**src/rtl/tlc_pkg.sv**
```systemverilog
// Shared types and helpers for the multi-way traffic-light controller.
// Phase encoding, fast-mode green length, round-robin search, range checks.
package tlc_pkg;

  typedef enum logic [1:0] {
    ST_ALLRED = 2'd0,
    ST_GRN    = 2'd1,
    ST_YLW    = 2'd2
  } phase_e;

  localparam int MAX_WAY = 8;

  // Fast-mode green: shortened, but never below one tick.
  function automatic int fm_green(
    input int t_grn,
    input int shift
  );
    int g;
    g = t_grn >> shift;
    return (g < 1) ? 1 : g;
  endfunction

  // First pending way after act in circular order; act if none.
  function automatic logic [2:0] next_pending(
    input logic [7:0] pend,
    input logic [2:0] act,
    input int         n_way
  );
    logic [2:0] r;
    logic       found;
    int         idx;
    r     = act;
    found = 1'b0;
    for (int k = 1; k < MAX_WAY; k++) begin
      idx = int'(act) + k;
      if (idx >= n_way) idx = idx - n_way;
      if (!found && k < n_way && pend[idx[2:0]]) begin
        r     = idx[2:0];
        found = 1'b1;
      end
    end
    return r;
  endfunction

  // Parameter range check used at elaboration.
  function automatic bit cfg_ok(
    input int n_way,
    input int cnt_w,
    input int pre_div,
    input int t_grn,
    input int t_ylw,
    input int t_allred
  );
    int lim;
    if (cnt_w < 1 || cnt_w > 30) return 1'b0;
    lim = 1 << cnt_w;
    return n_way >= 2 && n_way <= MAX_WAY &&
           pre_div >= 1 && pre_div <= lim &&
           t_grn >= 1 && t_grn <= lim - 1 &&
           t_ylw >= 1 && t_ylw <= lim &&
           t_allred >= 1 && t_allred <= lim;
  endfunction

endpackage

```
**src/rtl/tlc_prescaler.sv**
```systemverilog
// Time-base prescaler: one registered TICK every PRE_DIV cycles.
// TEST forces a tick every cycle; any TEST edge restarts the count.
module tlc_prescaler #(
  parameter int PRE_DIV = 16,
  parameter int CNT_W   = 8
) (
  input  logic CK,
  input  logic CLR_N,
  input  logic TEST,
  output logic TICK
);

  localparam logic [CNT_W-1:0] TC = CNT_W'(PRE_DIV - 1);

  logic [CNT_W-1:0] cnt_q, cnt_d;
  logic             tick_q, tick_d;
  logic             test_q;

  // Next count and tick; tick is flagged for the cycle at terminal count.
  always_comb begin
    cnt_d = cnt_q + CNT_W'(1);
    if (cnt_q == TC) cnt_d = '0;
    if (TEST || (TEST != test_q)) cnt_d = '0;
    tick_d = TEST || (cnt_d == TC);
  end

  // Prescaler state registers.
  always_ff @(posedge CK or negedge CLR_N) begin
    if (!CLR_N) begin
      cnt_q  <= '0;
      tick_q <= 1'b0;
      test_q <= 1'b0;
    end else begin
      cnt_q  <= cnt_d;
      tick_q <= tick_d;
      test_q <= TEST;
    end
  end

  assign TICK = tick_q;

endmodule

```
**src/rtl/tlc_multiway_ctrl.sv**
```systemverilog
// Multi-way traffic-light controller: round-robin demand service,
// programmable phase lengths, registered lamp outputs.
module tlc_multiway_ctrl
  import tlc_pkg::*;
#(
  parameter int N_WAY    = 2,
  parameter int CNT_W    = 8,
  parameter int PRE_DIV  = 16,
  parameter int T_GRN    = 40,
  parameter int T_YLW    = 4,
  parameter int T_ALLRED = 2,
  parameter int FM_SHIFT = 2,
  localparam int AW      = $clog2(N_WAY)
) (
  input  logic             CK,
  input  logic             CLR_N,
  input  logic             FM,
  input  logic             TEST,
  input  logic [N_WAY-1:0] REQ,
  output logic [N_WAY-1:0] GRN,
  output logic [N_WAY-1:0] YLW,
  output logic [N_WAY-1:0] RED,
  output logic [AW-1:0]    ACT,
  output logic             TICK
);

  if (!cfg_ok(N_WAY, CNT_W, PRE_DIV,
              T_GRN, T_YLW, T_ALLRED)) begin : g_cfg_err
    $error("tlc_multiway_ctrl: parameter out of range");
  end

  localparam logic [CNT_W-1:0] LD_GRN = CNT_W'(T_GRN - 1);
  localparam logic [CNT_W-1:0] LD_FM  =
    CNT_W'(fm_green(T_GRN, FM_SHIFT) - 1);
  localparam logic [CNT_W-1:0] LD_YLW = CNT_W'(T_YLW - 1);
  localparam logic [CNT_W-1:0] LD_AR  = CNT_W'(T_ALLRED - 1);

  phase_e           state_q, state_d;
  logic [CNT_W-1:0] timer_q, timer_d;
  logic [AW-1:0]    act_q, act_d;
  logic [N_WAY-1:0] pend_q, pend_d;
  logic             first_q, first_d;
  logic [N_WAY-1:0] grn_q, grn_d;
  logic [N_WAY-1:0] ylw_q, ylw_d;
  logic [N_WAY-1:0] red_q, red_d;

  logic             tick;
  logic [N_WAY-1:0] act_mask;
  logic [N_WAY-1:0] grn_mask;
  logic [AW-1:0]    nxt;
  logic             other;

  tlc_prescaler #(
    .PRE_DIV (PRE_DIV),
    .CNT_W   (CNT_W)
  ) u_pre (
    .CK    (CK),
    .CLR_N (CLR_N),
    .TEST  (TEST),
    .TICK  (tick)
  );

  assign act_mask = N_WAY'(1) << act_q;
  assign grn_mask = (state_q == ST_GRN) ? act_mask : '0;
  assign other    = |(pend_q & ~act_mask);
  assign nxt      = first_q ? '0 :
    AW'(next_pending(8'(pend_q), 3'(act_q), N_WAY));

  // Phase sequencing, timer, pending bits and next lamp pattern.
  always_comb begin
    state_d = state_q;
    timer_d = timer_q;
    act_d   = act_q;
    first_d = first_q;
    pend_d  = pend_q | (REQ & ~grn_mask);
    if (tick) begin
      unique case (state_q)
        ST_ALLRED: begin
          if (timer_q == '0) begin
            state_d = ST_GRN;
            act_d   = nxt;
            first_d = 1'b0;
            timer_d = FM ? LD_FM : LD_GRN;
            pend_d  = pend_d & ~(N_WAY'(1) << nxt);
          end else begin
            timer_d = timer_q - CNT_W'(1);
          end
        end
        ST_GRN: begin
          if (timer_q != '0) begin
            timer_d = timer_q - CNT_W'(1);
          end else if (other) begin
            state_d = ST_YLW;
            timer_d = LD_YLW;
          end
        end
        ST_YLW: begin
          if (timer_q == '0) begin
            state_d = ST_ALLRED;
            timer_d = LD_AR;
          end else begin
            timer_d = timer_q - CNT_W'(1);
          end
        end
        default: begin
          state_d = ST_ALLRED;
          timer_d = LD_AR;
        end
      endcase
    end
    grn_d = '0;
    ylw_d = '0;
    if (state_d == ST_GRN) grn_d = N_WAY'(1) << act_d;
    if (state_d == ST_YLW) ylw_d = N_WAY'(1) << act_d;
    red_d = ~(grn_d | ylw_d);
  end

  // Controller state and registered lamp drivers.
  always_ff @(posedge CK or negedge CLR_N) begin
    if (!CLR_N) begin
      state_q <= ST_ALLRED;
      timer_q <= LD_AR;
      act_q   <= '0;
      pend_q  <= '0;
      first_q <= 1'b1;
      grn_q   <= '0;
      ylw_q   <= '0;
      red_q   <= '1;
    end else begin
      state_q <= state_d;
      timer_q <= timer_d;
      act_q   <= act_d;
      pend_q  <= pend_d;
      first_q <= first_d;
      grn_q   <= grn_d;
      ylw_q   <= ylw_d;
      red_q   <= red_d;
    end
  end

  assign GRN  = grn_q;
  assign YLW  = ylw_q;
  assign RED  = red_q;
  assign ACT  = act_q;
  assign TICK = tick;

endmodule

```
**config.mk**
```make
export PLATFORM = sky130hd
export DESIGN_NAME = tlc_multiway_ctrl
export DESIGN_NICKNAME = d
export VERILOG_FILES = /design/src/rtl/tlc_pkg.sv /design/src/rtl/tlc_prescaler.sv /design/src/rtl/tlc_multiway_ctrl.sv
export SDC_FILE = /design/constraint.sdc
export NUM_CORES = 1
export LEC_CHECK = 0
export ABC_AREA = 1
export BUFFER_PORTS_ARGS = -buffer_cell sky130_fd_sc_hd__clkbuf_2
export CAP_MARGIN = 20
export CORE_MARGIN = 1
export CORE_UTILIZATION = 52
export CTS_CLUSTER_SIZE = 12
export DETAILED_ROUTE_END_ITERATION = 16
export HOLD_SLACK_MARGIN = 0.06
export PLACE_DENSITY_LB_ADDON = 0.1
export REMOVE_ABC_BUFFERS = 1
export SYNTH_ARGS = -nofsm -noshare
export SYNTH_HDL_FRONTEND = slang
export SYNTH_SLANG_ARGS = --single-unit
```
**constraint.sdc**
```tcl
create_clock -name CK -period 1.47 [get_ports CK]
set_input_delay 0.147 -clock CK [delete_from_list [all_inputs] [get_ports CK]]
set_output_delay 0.147 -clock CK [all_outputs]
set_load 0.05 [all_outputs]
```
==> run_results.csv, run 1 <==
group,metric,value,unit
setup_path,slowest_stage,"dfstp_2",
route,drc,0,
clock_tree,cts_max_path_buffers,2,
timing,tightest_slew,456,ps
pwr,p_int,0.00225,W
synthesis,yosysSeqAreaShare,46.8,%
timing,skew,7.28,ps
timing,slew_viol_final,0,
timing,rsz0062_at_grt,"true",
route,drt_first_pass_iters,4,
route,viasPerCell,5.37,
clock_tree,cts_buffers,5,
pwr,netSwitchingFraction,40.7,%
pwr,pwr-share-seq,31.2,%
clock_tree,cts_tree,"done",
job,drv_cap,0,
cells_and_area,diodes,0,
clock_tree,numClockSinks,30,
placed_design,place.gp.congestion,0.887,
setup_path,critical_path_arrival,1840,ps
setup_path,startpoint_type,"flop",
synthesis,synth_seq_cells,30,
timing,hold_violations,0,
global_routing,grt_pass1_vias,1449,
setup_path,slowest_delay,550,ps
placed_design,numPortBuffers,13,
floorplanning,dieWidth,57.7,um
timing,period_share,106,%
synthesis,syn_area_per_cell,7.84,um^2
timing,fin_crit,1550,ps
synthesis,yosysWarnings,0,
cells_and_area,finalNetCount,263,
synthesis,syn_inst,206,
clock_tree,root_buffer,"clkbuf_4",
cells_and_area,final_layout_size_suffix_gt1_share,43.8,%
clock_tree,cts_max_level,2,
route,wl_per_cell,13.9,um
status,violations,"setup timing",
setup_path,r2r_slack,-80,ps
min_path,hp-class,"in -> reg",
cells_and_area,mostFrequentLayoutCells,"36 x inv_1, 33 x nand2_1, 24 x dfrtp_1, 24 x buf_4",
clock_tree,clock_latency,340,ps
pwr,power-per-cell-area,1670,nW/um^2
setup_path,critPathKind,"reg -> reg",
timing,slew_headroom,69.5,%
setup_path,critPathTopFamily,"flip-flops",
timing,tns,-495,ps
timing,max_freq,644,MHz
status,status,"finished with violations",
placed_design,dpl.hpwl,2560,um
cells_and_area,syn_to_final_growth,40.9,%
cells_and_area,final_common_cell,"inv_1",
clock_tree,path_clk_slew,100,ps
global_routing,track_usage,23.8,%
setup_path,worst_ep_required_time,1750,ps
route,vias,1542,
setup_path,worst-path-max-fanout,3,
route,ant_nets,0,
placed_design,dp_slack,-158,ps
floorplanning,core-area,2850,um^2
synthesis,synth_cell_types,27,
pwr,vdd_drop_max,1160,uV
floorplanning,ioPinCount,14,
global_routing,antenna_found_initial,0,
setup_path,cp-end-kind,"flop",
pwr,switchingPower,0.00155,W
floorplanning,fp.dieH,57.7,um
pwr,p_leak,1.21,nW
route,wl,3990,um
global_routing,overflow,0,
floorplanning,die_area,3330,um^2
timing,finalWorstSetupSlack,-83.2,ps
setup_path,crit_chain,"inv_2 -> ha_4 -> nand2_1 -> nor2_2 -> nand2_2 -> nand2_2 -> buf_4 -> o21ai_2 -> nand2_1 -> inv_1",
setup_path,critPathBufInv,3,
pwr,power.share.clock,23.3,%
route,first_iter_violations,51,
global_routing,grt_first_pass_wirelength,5930,um
synthesis,synth_area,1620,um^2
pwr,comb_power_share,45.6,%
global_routing,grt_start_max_net_pins,19,
timing,finalSetupViolations,14,
cells_and_area,utilization,79.8,%
floorplanning,start_util,56.6,%
floorplanning,row_count,19,
## worst register-to-register path, delay by kind of cell, from the launching register on
kind | cells | cell delay [ps]
AOI/OAI and AO/OA | 1 | 130
adders and majority gates | 1 | 170
buffers and inverters | 3 | 260
DFF | 1 | 550
and+or+nand+nor | 5 | 380
## stage by stage
step	total power, W	hold slack, ps	std cells	cell area (um^2)
final	0.00379	123	287	2280
after global routing	0.00401	158	287	2280
after CTS	0.00356	117	283	2120
after detailed placement	0.00256	72.5	273	1900
after global placement	0.00256	67.5	273	1900
after floorplan	0.00210	-149	205	1600
## area by class of cell
cell class / count / area (um^2)
multi-input cells: 132 / 880
flip-flops and latches: 30 / 758
fillers: 176 / 577
repair buffers: 43 / 319
inverters: 43 / 169
clock inverters: 2 / 60.1
clock buffers: 6 / 51.3
well taps: 31 / 38.8
## cells in the mapped netlist, drive strengths merged
| library cell | count | area [um^2] |
|---|---|---|
| o21ai | 17 | 88.8 |
| ha | 2 | 25.0 |
| a21oi | 2 | 10.0 |
| nand3 | 22 | 125 |
| o21bai | 1 | 7.51 |
| xor2 | 3 | 26.3 |
| a21o | 1 | 7.51 |
| or2 | 1 | 6.26 |
| nor3 | 5 | 25.0 |
| dfstp | 4 | 105 |
| inv | 43 | 161 |
| a31oi | 1 | 6.26 |
| nor4 | 1 | 6.26 |
| nor2 | 21 | 103 |
| nand3b | 1 | 7.51 |
| clkbuf | 1 | 13.8 |
| nand2 | 50 | 215 |
| dfrtp | 26 | 651 |
| nand4 | 4 | 25.0 |
## kinds of logic after synthesis
group	Yosys count	synth area share (%)
xor+xnor	3	1.63
simple gates	105	31.8
buf+inv	44	10.8
flops	30	46.8
compound gates	22	7.44
fa+ha+maj	2	1.55
## power by group through the flow
stage          registers (W)  clock network [W]  logic (W)
2_1_floorplan        0.00140                  0   0.000705
3_3_place_gp         0.00117                  0    0.00139
3_5_place_dp         0.00118                  0    0.00139
4_1_cts              0.00117           0.000892    0.00150
5_1_grt              0.00120           0.000922    0.00189
6_report             0.00118           0.000883    0.00173
## timing repair
action	CTS	global route
pin swaps	8	24
resized for setup	26	39
setup buffers	0	4
endpoints found under the setup margin	18	19
hold buffers	2	0
endpoints found under the hold margin	32	0
## per-layer routing
metal	routed length (um)	share of wire, %	GRT usage (%)
met5	0	0	0
met4	132	3.3	16.7
met3	204	5.1	5.13
met2	2060	52	38.2
met1	1600	40	28.6
## state kept, by name, summed over array words and instances, names as in the netlist, 2 cells and up
signal,count
GRN,2
RED,2
YLW,2
pend_q,2
state_q,2
timer_q,8
u_pre.cnt_q,8
## final timing paths
path,from,cells past startpoint,to
worst min register to register,first_q,2,first_q
worst max register to register,timer_q[0],10,timer_q[6]
max in group asynchronous,CLR_N,3,timer_q[0]
min in group asynchronous,CLR_N,2,timer_q[2]
worst max-delay path,timer_q[0],10,timer_q[6]
worst min-delay path,REQ[1],5,pend_q[1]
(Power assumes the default switching activity.)
==> run 2, diff against run 1 <==
--- a/config.mk
+++ b/config.mk
@@ -9,12 +9,13 @@
 export BUFFER_PORTS_ARGS = -buffer_cell sky130_fd_sc_hd__clkbuf_2
 export CAP_MARGIN = 20
 export CORE_MARGIN = 1
-export CORE_UTILIZATION = 52
+export CORE_UTILIZATION = 55
 export CTS_CLUSTER_SIZE = 12
 export DETAILED_ROUTE_END_ITERATION = 16
 export HOLD_SLACK_MARGIN = 0.06
 export PLACE_DENSITY_LB_ADDON = 0.1
 export REMOVE_ABC_BUFFERS = 1
+export SKIP_CTS_REPAIR_TIMING = 1
 export SYNTH_ARGS = -nofsm -noshare
 export SYNTH_HDL_FRONTEND = slang
 export SYNTH_SLANG_ARGS = --single-unit
==> constraint.sdc (replaced) <==
create_clock -name CK -period 2 [get_ports CK]
set_input_delay 0.2 -clock CK [delete_from_list [all_inputs] [get_ports CK]]
set_output_delay 0.2 -clock CK [all_outputs]
set_load 0.05 [all_outputs]
==> run_results.csv, run 2 (synthesis results as in run 1) <==
group,metric,value,unit
timing,max_freq,581,MHz
global_routing,grt_start_max_net_pins,31,
timing,finalSetupViolations,0,
cells_and_area,diodes,0,
global_routing,antenna_found_initial,0,
timing,slew_viol_final,0,
clock_tree,numClockSinks,30,
floorplanning,die_area,3160,um^2
setup_path,critPathTopFamily,"simple AND/OR/NAND/NOR gates",
min_path,whs_path_depth,5,
cells_and_area,final_common_cell,"nand2_1",
route,ant_nets,0,
placed_design,dp_slack,308,ps
cells_and_area,syn_to_final_growth,12.1,%
global_routing,grt_first_pass_wirelength,5120,um
cells_and_area,largestRegisters,"timer_q x8, u_pre.cnt_q x8",
cells_and_area,final_layout_size_suffix_gt1_share,18.9,%
setup_path,crit_top_cell,"nand2_1",
floorplanning,dieWidth,56.2,um
setup_path,critPathBufInv,1,
setup_path,startpoint_type,"flop",
global_routing,grt_pass1_vias,1243,
setup_path,cp_num_cells,11,
floorplanning,start_util,58.6,%
setup_path,worst_ep_required_time,2210,ps
pwr,power-per-cell-area,1220,nW/um^2
setup_path,slowest_delay,370,ps
setup_path,crit_chain,"inv_1 -> ha_1 -> nand2_1 -> nor2_1 -> nand2_1 -> nand2_1 -> nand2_1 -> nand2_1 -> o21ai_0 -> nand2_1 -> o21ai_0",
clock_tree,root_buffer,"clkbuf_4",
timing,slew_headroom,52.8,%
cells_and_area,utilization,65.7,%
job,drv_cap,0,
route,vias,1328,
floorplanning,ioPinCount,14,
global_routing,track_usage,21.5,%
setup_path,cp-end-kind,"flop",
floorplanning,core-area,2760,um^2
route,drc,0,
clock_tree,cts_max_level,2,
min_path,hp-class,"in -> reg",
cells_and_area,mostFrequentLayoutCells,"41 x nand2_1, 40 x inv_1, 26 x dfrtp_1",
timing,rsz0062_at_grt,"false",
timing,fin_crit,1720,ps
setup_path,worst-path-max-fanout,4,
placed_design,dpl.hpwl,2260,um
pwr,p_leak,1.01,nW
setup_path,critical_path_arrival,1930,ps
route,drt_first_pass_iters,4,
route,first_iter_violations,66,
route,wl,2920,um
setup_path,slowest_stage,"dfstp_2",
timing,period_share,86.1,%
clock_tree,path_clk_slew,90,ps
route,viasPerCell,5.13,
timing,finalWorstSetupSlack,278,ps
timing,tightest_slew,708,ps
timing,whs,189,ps
route,wl_per_cell,11.3,um
clock_tree,cts_buffers,5,
floorplanning,row_count,19,
setup_path,r2r_slack,280,ps
status,status,"finished, final reports clean",
clock_tree,cts_tree,"done",
timing,skew,13.2,ps
setup_path,critPathKind,"reg -> reg",
clock_tree,clock_latency,330,ps
placed_design,place.gp.congestion,0.846,
cells_and_area,finalNetCount,235,
timing,hold_violations,0,
pwr,vdd_drop_max,1210,uV
timing,tns,0,ps
global_routing,overflow,0,
floorplanning,fp.dieH,56.2,um
setup_path,worstRegToRegCells,11,
clock_tree,cts_max_path_buffers,2,
placed_design,numPortBuffers,13,
run 2: cell count changes in the layout (fill, tap and decap cells not counted), moves of 4 or more:
cell / delta
buf_4: -24
nand3_1: +9
nand2_1: +8
nand3_2: -8
o21ai_0: +8
nor2_1: +6
nand2_2: -5
nor2_2: -5
inv_1: +4
o21ai_1: -4
run 2: path summary, 6_finish.rpt:
kind | from | end
max | timer_q[0] | timer_q[5]
min | REQ[0] | pend_q[0]
max reg2reg | timer_q[0] | timer_q[5]
min reg2reg | u_pre.test_q | u_pre.cnt_q[1]
max in group asynchronous | CLR_N | timer_q[2]
min in group asynchronous | CLR_N | u_pre.TICK
run 2: area by class of cell:
cell class | count | area [um^2]
clock buffer | 7 | 55.1
clock inverter | 1 | 30.0
fill | 231 | 947
inverter | 43 | 161
multi-input combinational | 132 | 684
sequential | 30 | 756
tap | 31 | 38.8
timing repair buffer | 15 | 85.1
run 2: worst register-to-register path: stages, from the launching register on:
cell and delay [ps]:
dfstp_2 370, inv_1 80, ha_1 270, nand2_1 80, nor2_1 160, nand2_1 120, nand2_1 160, nand2_1 110
nand2_1 60, o21ai_0 70, nand2_1 50, o21ai_0 80
run 2: per-layer routing:
layer	part of all wire, %	up-vias	global-route usage (%)	wire length (um)
met5	0	-	0	0
met2	45	37	33.0	1310
li1	-	692	-	-
met4	2.2	0	13.2	64
met1	47	591	27.7	1380
met3	5.5	8	4.88	159
run 2: report_power, final:
group          switching (W)  internal [W]
combinational       0.000613      0.000247
sequential         0.0000995      0.000757
clock               0.000199      0.000298
total               0.000911       0.00130
run 2: metrics by stage:
step	total power [W]	instances	area (um^2)
floorplan	0.00154	205	1600
finish	0.00221	259	1810
detailed placement	0.00173	249	1710
CTS	0.00223	257	1790
global placement	0.00172	249	1710
global route	0.00237	259	1810
==> run 3, diff against run 2 <==
--- a/config.mk
+++ b/config.mk
@@ -8,8 +8,8 @@
 export ABC_AREA = 1
 export BUFFER_PORTS_ARGS = -buffer_cell sky130_fd_sc_hd__clkbuf_2
 export CAP_MARGIN = 20
-export CORE_MARGIN = 1
-export CORE_UTILIZATION = 55
+export CORE_MARGIN = 2
+export CORE_UTILIZATION = 52
 export CTS_CLUSTER_SIZE = 12
 export DETAILED_ROUTE_END_ITERATION = 16
 export HOLD_SLACK_MARGIN = 0.06
==> constraint.sdc (replaced) <==
create_clock -name CK -period 1.4 [get_ports CK]
set_input_delay 0.14 -clock CK [delete_from_list [all_inputs] [get_ports CK]]
set_output_delay 0.14 -clock CK [all_outputs]
set_load 0.05 [all_outputs]
==> run_results.csv, run 3 (synthesis results as in run 1) <==
group,metric,value,unit
cells_and_area,mostFrequentLayoutCells,"34 x inv_1, 34 x buf_4, 28 x nand2_1",
status,status,"finished with violations",
route,first_iter_violations,93,
job,drv_cap,0,
route,viasPerCell,5.35,
cells_and_area,largestRegisters,"timer_q x8, u_pre.cnt_q x8",
pwr,p_leak,1.23,nW
status,violations,"setup timing",
global_routing,antenna_found_initial,0,
placed_design,dpl.hpwl,2800,um
global_routing,grt_first_pass_wirelength,6090,um
min_path,hp-class,"in -> reg",
pwr,power,0.00380,W
timing,slew_headroom,74.6,%
cells_and_area,syn_to_final_growth,40.9,%
floorplanning,fp.dieH,59.7,um
floorplanning,start_util,53.8,%
clock_tree,path_clk_slew,90,ps
route,ant_nets,0,
placed_design,numPortBuffers,13,
setup_path,critPathKind,"reg -> reg",
route,wl,4240,um
setup_path,startpoint_type,"flop",
cells_and_area,seqCellArea,757,um^2
setup_path,critical_path_arrival,1850,ps
timing,finalSetupViolations,20,
timing,period_share,117,%
timing,skew,8.30,ps
cells_and_area,finalNetCount,273,
cells_and_area,fin_area,2280,um^2
route,wl_per_cell,14.2,um
route,drt_first_pass_iters,4,
timing,rsz0062_at_grt,"true",
floorplanning,die_area,3570,um^2
global_routing,grt_pass1_vias,1571,
cells_and_area,final_layout_size_suffix_gt1_share,44.0,%
timing,finalWorstSetupSlack,-242,ps
cells_and_area,multiInputGateArea,852,um^2
placed_design,dpl-instance-area,1930,um^2
clock_tree,cts_tree,"done",
clock_tree,cts_max_path_buffers,2,
clock_tree,root_buffer,"clkbuf_4",
global_routing,track_usage,23.1,%
timing,tightest_slew,382,ps
clock_tree,cts_max_level,2,
floorplanning,row_count,20,
clock_tree,clock_latency,330,ps
floorplanning,ioPinCount,14,
cells_and_area,fill_cells,214,
pwr,vdd_drop_max,800,uV
setup_path,worst-path-max-fanout,8,
global_routing,grt_start_max_net_pins,31,
route,drc,0,
timing,hold_violations,0,
route,vias,1599,
global_routing,overflow,0,
clock_tree,numClockSinks,30,
timing,slew_viol_final,0,
timing,fin_crit,1640,ps
floorplanning,dieWidth,59.7,um
setup_path,worst_ep_required_time,1610,ps
cells_and_area,diodes,0,
placed_design,place.gp.congestion,0.912,
setup_path,cp-end-kind,"flop",
floorplanning,core-area,3000,um^2
timing,max_freq,609,MHz
clock_tree,cts_buffers,5,
placed_design,dp_slack,-285,ps
pwr,power-per-cell-area,1670,nW/um^2
-- run 3: changes by cell type in the layout (fill, tap and decap cells not counted), moves of 4 or more --
| cell | delta |
|---|---|
| buf_4 | +34 |
| inv_1 | -6 |
| inv_2 | +5 |
| nand2_1 | -13 |
| nand2_2 | +8 |
| nand2_4 | +5 |
| nand3_1 | -8 |
| nand3_2 | +8 |
| nor2_1 | -4 |
| o21ai_0 | -6 |
| o21ai_1 | +4 |
-- run 3: layer usage --
layer  vias up  wire, um  track usage (%)
li1        765         -                -
met2        41      2380             43.9
met1       775      1590             22.6
met3        18       140             5.63
met4         0       138             11.7
met5         -         0                0
-- run 3: final cells by class --
type,count,area share (%)
tap,33,1.81
clock buffer,7,1.98
sequential,30,33.3
inverter,43,7.31
multi-input combinational,132,37.4
clock inverter,1,1.32
timing repair buffer,53,16.9
-- run 3: path summary, 6_finish.rpt --
| kind | start | to | slack (ps) | cells past startpoint |
|---|---|---|---|---|
| hold reg to reg | u_pre.test_q | u_pre.cnt_q[1] | 440 | 1 |
| setup / recovery | timer_q[1] | timer_q[3] | -240 | 10 |
| min in group asynchronous | CLR_N | timer_q[2] | 350 | 3 |
| hold / removal | REQ[1] | pend_q[1] | 150 | 5 |
| max in group asynchronous | CLR_N | first_q | 720 | 3 |
| setup reg to reg | timer_q[1] | timer_q[3] | -240 | 10 |
-- run 3: metrics by stage --
stage | hold WS (ps) | TNS (ps) | cells | util [%]
CTS | -194 | -4160 | 288 | 66.6
floorplan | -156 | -1740 | 205 | -
detailed placement | 171 | -3710 | 280 | 64.1
finish | 148 | -2580 | 299 | 75.8
global placement | 166 | -2560 | 280 | 64.1
global route | 167 | -3780 | 299 | 75.8
-- run 3: power breakdown --
group / switching, W / internal (W)
Combinational: 0.00115 / 0.000724
Sequential: 0.000175 / 0.00108
Clock: 0.000287 / 0.000379
Total: 0.00162 / 0.00218
-- run 3: critical path: stages, from the launching register on --
cell,delay (ps)
dfrtp_1,430
inv_2,110
ha_4,180
nand2_4,80
nor2_8,150
nand3_2,110
nand2_4,120
inv_6,50
buf_4,130
nand2_1,70
o21ai_0,90
